$ cat src/rtl/lsu_pkg.sv
// Shared types and constants for the load/store unit: FSM states, RISC-V
// funct3 size codes, byte-lane size masks and the request legality check.
package lsu_pkg;

    typedef enum logic [1:0] {
        ST_IDLE   = 2'd0,
        ST_ACCESS = 2'd1,
        ST_RESP   = 2'd2
    } lsu_state_e;

    localparam logic [2:0] F3_B  = 3'b000;
    localparam logic [2:0] F3_H  = 3'b001;
    localparam logic [2:0] F3_W  = 3'b010;
    localparam logic [2:0] F3_D  = 3'b011;
    localparam logic [2:0] F3_BU = 3'b100;
    localparam logic [2:0] F3_HU = 3'b101;
    localparam logic [2:0] F3_WU = 3'b110;

    localparam logic [7:0] MASK_B = 8'h01;
    localparam logic [7:0] MASK_H = 8'h03;
    localparam logic [7:0] MASK_W = 8'h0F;
    localparam logic [7:0] MASK_D = 8'hFF;

    function automatic logic [7:0] size_mask(input logic [1:0] sz);
        case (sz)
            2'b00:   return MASK_B;
            2'b01:   return MASK_H;
            2'b10:   return MASK_W;
            default: return MASK_D;
        endcase
    endfunction

    // Unsupported size codes and accesses not naturally aligned to their size.
    function automatic logic req_illegal(input logic       store,
                                         input logic [2:0] f3,
                                         input logic [2:0] off);
        if (store && f3[2])
            return 1'b1;
        if (!store && (f3 == 3'b111))
            return 1'b1;
        case (f3[1:0])
            2'b01:   return off[0];
            2'b10:   return |off[1:0];
            2'b11:   return |off;
            default: return 1'b0;
        endcase
    endfunction

endpackage

$ cat src/rtl/lsu_align.sv
// Combinational byte-lane alignment: shifts store data and mask into their
// lanes and extracts/extends load data from the addressed lanes.
module lsu_align
    import lsu_pkg::*;
#(
    parameter int XLEN = 64
) (
    input  logic [2:0]      i_funct3,
    input  logic [2:0]      i_off,
    input  logic [XLEN-1:0] i_wdata,
    input  logic [XLEN-1:0] i_rdata,
    output logic [XLEN-1:0] o_wdata,
    output logic [7:0]      o_wmask,
    output logic [XLEN-1:0] o_ldata
);

    logic [5:0]      w_shamt;
    logic [XLEN-1:0] w_rsh;

    assign w_shamt = {i_off, 3'b000};
    assign w_rsh   = i_rdata >> w_shamt;
    assign o_wdata = i_wdata << w_shamt;
    assign o_wmask = size_mask(i_funct3[1:0]) << i_off;

    always_comb begin
        o_ldata = w_rsh;
        case (i_funct3)
            F3_B:    o_ldata = {{(XLEN-8){w_rsh[7]}},   w_rsh[7:0]};
            F3_H:    o_ldata = {{(XLEN-16){w_rsh[15]}}, w_rsh[15:0]};
            F3_W:    o_ldata = {{(XLEN-32){w_rsh[31]}}, w_rsh[31:0]};
            F3_D:    o_ldata = w_rsh;
            F3_BU:   o_ldata = {{(XLEN-8){1'b0}},  w_rsh[7:0]};
            F3_HU:   o_ldata = {{(XLEN-16){1'b0}}, w_rsh[15:0]};
            F3_WU:   o_ldata = {{(XLEN-32){1'b0}}, w_rsh[31:0]};
            default: o_ldata = w_rsh;
        endcase
    end

endmodule

$ cat src/rtl/lsu_ctrl.sv
// Single-outstanding load/store controller: IDLE accepts a request, ACCESS
// drives the data memory for one cycle, RESP holds the result until taken.
module lsu_ctrl
    import lsu_pkg::*;
#(
    parameter int XLEN = 64
) (
    input  logic            clk,
    input  logic            rst,
    input  logic            in_valid,
    output logic            in_ready,
    input  logic            in_store,
    input  logic [2:0]      in_funct3,
    input  logic [XLEN-1:0] in_addr,
    input  logic [XLEN-1:0] in_wdata,
    input  logic [4:0]      in_rd,
    output logic            dmem_en,
    output logic [XLEN-1:0] dmem_addr,
    input  logic [XLEN-1:0] dmem_rdata,
    output logic [XLEN-1:0] dmem_wdata,
    output logic [7:0]      dmem_wmask,
    output logic            dmem_wen,
    output logic            out_valid,
    input  logic            out_ready,
    output logic [XLEN-1:0] out_rdata,
    output logic [4:0]      out_rd,
    output logic            out_err
);

    lsu_state_e      r_state;
    lsu_state_e      w_state_nxt;
    logic            r_store;
    logic [2:0]      r_funct3;
    logic [XLEN-1:0] r_addr;
    logic [XLEN-1:0] r_wdata;
    logic [4:0]      r_rd;
    logic            r_err;
    logic [XLEN-1:0] r_rdata;

    logic            w_illegal;
    logic [XLEN-1:0] w_wdata;
    logic [7:0]      w_wmask;
    logic [XLEN-1:0] w_ldata;

    assign w_illegal = req_illegal(in_store, in_funct3, in_addr[2:0]);

    lsu_align #(.XLEN(XLEN)) u_align (
        .i_funct3 (r_funct3),
        .i_off    (r_addr[2:0]),
        .i_wdata  (r_wdata),
        .i_rdata  (dmem_rdata),
        .o_wdata  (w_wdata),
        .o_wmask  (w_wmask),
        .o_ldata  (w_ldata)
    );

    always_ff @(posedge clk) begin
        if (rst)
            r_state <= ST_IDLE;
        else
            r_state <= w_state_nxt;
    end

    // Enables are gated by rst so a reset landing on ACCESS never commits a write.
    always_comb begin
        w_state_nxt = r_state;
        in_ready    = 1'b0;
        out_valid   = 1'b0;
        dmem_en     = 1'b0;
        dmem_wen    = 1'b0;
        dmem_wmask  = '0;
        case (r_state)
            ST_IDLE: begin
                in_ready = 1'b1;
                if (in_valid)
                    w_state_nxt = w_illegal ? ST_RESP : ST_ACCESS;
            end
            ST_ACCESS: begin
                dmem_en     = !r_store && !rst;
                dmem_wen    = r_store && !rst;
                dmem_wmask  = r_store ? w_wmask : 8'h00;
                w_state_nxt = ST_RESP;
            end
            ST_RESP: begin
                out_valid = 1'b1;
                if (out_ready)
                    w_state_nxt = ST_IDLE;
            end
            default: w_state_nxt = ST_IDLE;
        endcase
    end

    always_ff @(posedge clk) begin
        if (rst) begin
            r_store  <= 1'b0;
            r_funct3 <= '0;
            r_addr   <= '0;
            r_wdata  <= '0;
            r_rd     <= '0;
            r_err    <= 1'b0;
            r_rdata  <= '0;
        end else begin
            if (r_state == ST_IDLE && in_valid) begin
                r_store  <= in_store;
                r_funct3 <= in_funct3;
                r_addr   <= in_addr;
                r_wdata  <= in_wdata;
                r_rd     <= in_rd;
                r_err    <= w_illegal;
                r_rdata  <= '0;
            end
            if (r_state == ST_ACCESS && !r_store)
                r_rdata <= w_ldata;
        end
    end

    assign dmem_addr  = {r_addr[XLEN-1:3], 3'b000};
    assign dmem_wdata = w_wdata;
    assign out_rdata  = r_rdata;
    assign out_rd     = r_rd;
    assign out_err    = r_err;

endmodule

$ cat config.mk
export PLATFORM = sky130hd
export DESIGN_NAME = lsu_ctrl
export DESIGN_NICKNAME = d
export VERILOG_FILES = /design/src/rtl/lsu_pkg.sv /design/src/rtl/lsu_align.sv /design/src/rtl/lsu_ctrl.sv
export SDC_FILE = /design/constraint.sdc
export NUM_CORES = 1
export LEC_CHECK = 0
export CORE_MARGIN = 2
export CORE_UTILIZATION = 35
export CTS_BUF_LIST = sky130_fd_sc_hd__clkbuf_16
export CTS_CLUSTER_SIZE = 24
export DETAILED_ROUTE_END_ITERATION = 8
export PLACE_DENSITY = 0.65
export SLEW_MARGIN = 5
export SYNTH_ARGS = -nofsm -noshare
export SYNTH_HDL_FRONTEND = slang
export SYNTH_HIERARCHICAL = 1
export SYNTH_SLANG_ARGS = --single-unit
$ cat constraint.sdc
create_clock -name clk -period 3.1 [get_ports clk]
set_input_delay 0.775 -clock clk [delete_from_list [all_inputs] [get_ports clk]]
set_output_delay 0.775 -clock clk [all_outputs]
set_load 0.02 [all_outputs]
==> run summary <==
Outcome - completed
Worst setup EP type - output port
Total Power - 7.949 mW
Mapped Avg Cell Area - 8.289 sq um
Die Span Y - 187.8 um
Worst r2r path cells - 6
Ports - 415
Worst Hold End - r_addr[56]
Most frequent cells in the layout - clkdlybuf4s50_1 (339), nand2_1 (331), dfxtp_1 (199)
Number of max-cap violations - 0
Ys flop type - dfxtp_1
Grt ovf - 0
Min Hold Slack - 0.4504 ns
Post-DR wirelength/cell - 20.73 um
Initial core utilization - 0.3543
Hold Path Depth - 2
PwrDens - 479.6 mW/mm^2
HPWL Detailed - 32520 um
Synth Warn # - 6
Period minus WS final - 3.047 ns
H-Tree Depth - 1
Post-DR vias/cell - 5.393
Required time worst endpoint - 2.32 ns
Register area share after synthesis - 0.3455
Inst Count DP - 2135
Reg2Reg Setup Slack - 0.40 ns
Reg-to-Reg Start - r_addr[1]
Async SR Flop Fraction - 0
Largest net degree at the start of global routing - 88
Nets - 1925
Vias in the first global route - 11300
CP Launch Type - register
Initial drt markers - 893
Arrival time at the worst endpoint - 2.27 ns
Syn Inst Count - 1426
Clock Skews - 0.01928 ns
DRT Wirelength - 45390 um
Clock transition at path regs - 0.06 ns
Slew HR - 0.3161
GPL Wtd Cong - 0.9538
Initial antenna violation count - 6
Clock sink count - 204
Leakage power - 6.464 nW
Post-route DRC - 0
Synth Register Bits - 204
Largest cells by area after synthesis - dfxtp_1 (35%), mux2i_1 (11%), nand2_1 (11%)
Top cell type by total area after synthesis - dfxtp_1
Fmax achieved - 328.2 MHz
Area share of the largest cell type after synthesis - 0.3455
HP Start - r_addr[56]
CTS root buf - clkbuf_16
TritonCTS clock tree - done
PortBufs - 411
Pins Over Slew Limit - 0
Post-DRT Antenna Nets - 0
Period utilization - 0.9830
Tot GR Track Use - 0.2456
TNS Setup - 0 ns
Die width - 187.8 um
Fill cell count - 3281
Site Rows - 67
Max Buffers Root-to-Sink - 3
Final hold vios - 0
Share of cells above drive strength 1 - 0.09845
Via count - 11810
Core Footprint - 0.03336 sq mm
Count of cell types in the netlist - 52
Commonest non-fill, non-tap cell in the layout - clkdlybuf4s50_1
Synthesized area - 0.01182 sq mm
Tightest Hold Check Type - reg2reg
DR pass1 iterations - 5
Final setup fails - 0
Post-synth EDFFs - 0
Maximum vdd drop - 0.3896 mV
Synthesis-to-finish area growth - 40.21%
Top fanout value on the critical path - 12
Num CTS Buffers - 25
Least-Margin Pin Slew - 1.026 ns
First-pass GRT wire length - 68680 um
Crit Path Category - reg2out
Die Footprint - 0.03526 sq mm
Post-route insts no fill - 2189
R2r endpoint - out_rdata[2]
Clk Latency, worst-skew pair - 0.53 ns
## synth_stat cells (2+ instances only)
cell,instances
a211oi_1,3
a21o_1,2
a21oi_1,168
a22o_1,61
a22oi_1,3
a2bb2oi_1,7
and2_1,8
and3_1,9
and3b_1,2
buf_2,53
buf_4,87
buf_6,17
clkbuf_1,39
dfxtp_1,204
mux2_2,32
mux2i_1,127
mux4_2,22
nand2_1,331
nand2b_1,5
nand3_1,15
nand4_1,25
nor2_1,65
nor2b_1,17
nor3_1,3
nor3_2,2
nor3b_1,4
nor3b_2,2
o2111ai_1,8
o211ai_1,8
o21ai_0,45
o22a_1,7
o22ai_1,17
o2bb2ai_1,9
## worst max-delay path, cell delays in order (launching register included)
cell,delay (ns)
dfxtp_4,0.49
mux2i_1,0.32
nor2_1,0.09
a21oi_2,0.22
nor2_1,0.07
clkdlybuf4s50_1,0.55
## state kept, by name, indices dropped and copies added, names as in the netlist
signal,flops
out_rd,5
r_store,1
r_state,2
r_funct3,3
out_err,1
out_rdata,64
r_addr,64
r_wdata,64
## metrics by stage
stage,setup WS [ns],utilization,cell area (sq um)
2_1_floorplan,0.6907,-,11830
3_3_place_gp,0.2751,0.4704,15700
3_5_place_dp,0.2663,0.4704,15700
4_1_cts,0.001218,0.4950,16510
5_1_grt,-0.009060,0.4967,16570
6_report,0.05266,0.4967,16570
## cell type report
class                           count  area, sq um  area share
Antenna cell                        4        10.01   0.0006040
Clock buffer                       25        625.6     0.03775
Clock inverter                     19        166.4     0.01004
Inverter                            2        7.507   0.0004530
Multi-Input combinational cell   1023         6476      0.3908
Sequential cell                   204         4098      0.2472
Tap cell                          448        560.5     0.03382
Timing Repair Buffer              464         4629      0.2793
## how the worst max path moves through the flow
stage,cells after the start,endpoint,start
2_1_floorplan,5,dmem_wdata[48],r_addr[2]
3_3_place_gp,6,dmem_wdata[58],r_addr[1]
3_5_place_dp,5,dmem_wdata[61],r_addr[1]
6_report,5,dmem_wdata[19],r_addr[1]
5_1_grt,5,dmem_wdata[19],r_addr[0]
4_1_cts,5,dmem_wdata[0],r_addr[0]
## power breakdown
group | internal [mW] | switching [mW] | leakage (nW)
Sequential | 2.77 | 0.158 | 1.67
Combinational | 0.980 | 1.16 | 4.39
Clock | 1.71 | 1.18 | 0.405
Total | 5.46 | 2.49 | 6.46
## routing by layer
metal  up-vias  share of wire  track usage
li1       5534              -            -
met1      5621           0.42       0.3188
met2       547           0.46       0.4000
met3        99          0.077      0.04773
met4         4          0.037       0.1005
met5         -        0.00062            0
## timing repair
action / in CTS / in global routing
hold buffers: 0 / 0
setup buffers: 5 / 0
endpoints found under the setup margin: 69 / 18
hold endpoints to repair: 0 / 0
gates resized for setup: 60 / 18
gates cloned: 1 / 0
## cell families after synthesis
family / synth area share
flops: 0.3455
other cells: 0.0003173
mux: 0.1800
compound gates: 0.1820
simple gates: 0.1821
buf+inv: 0.1102
No activity file was read; power rests on OpenSTA's default activity.
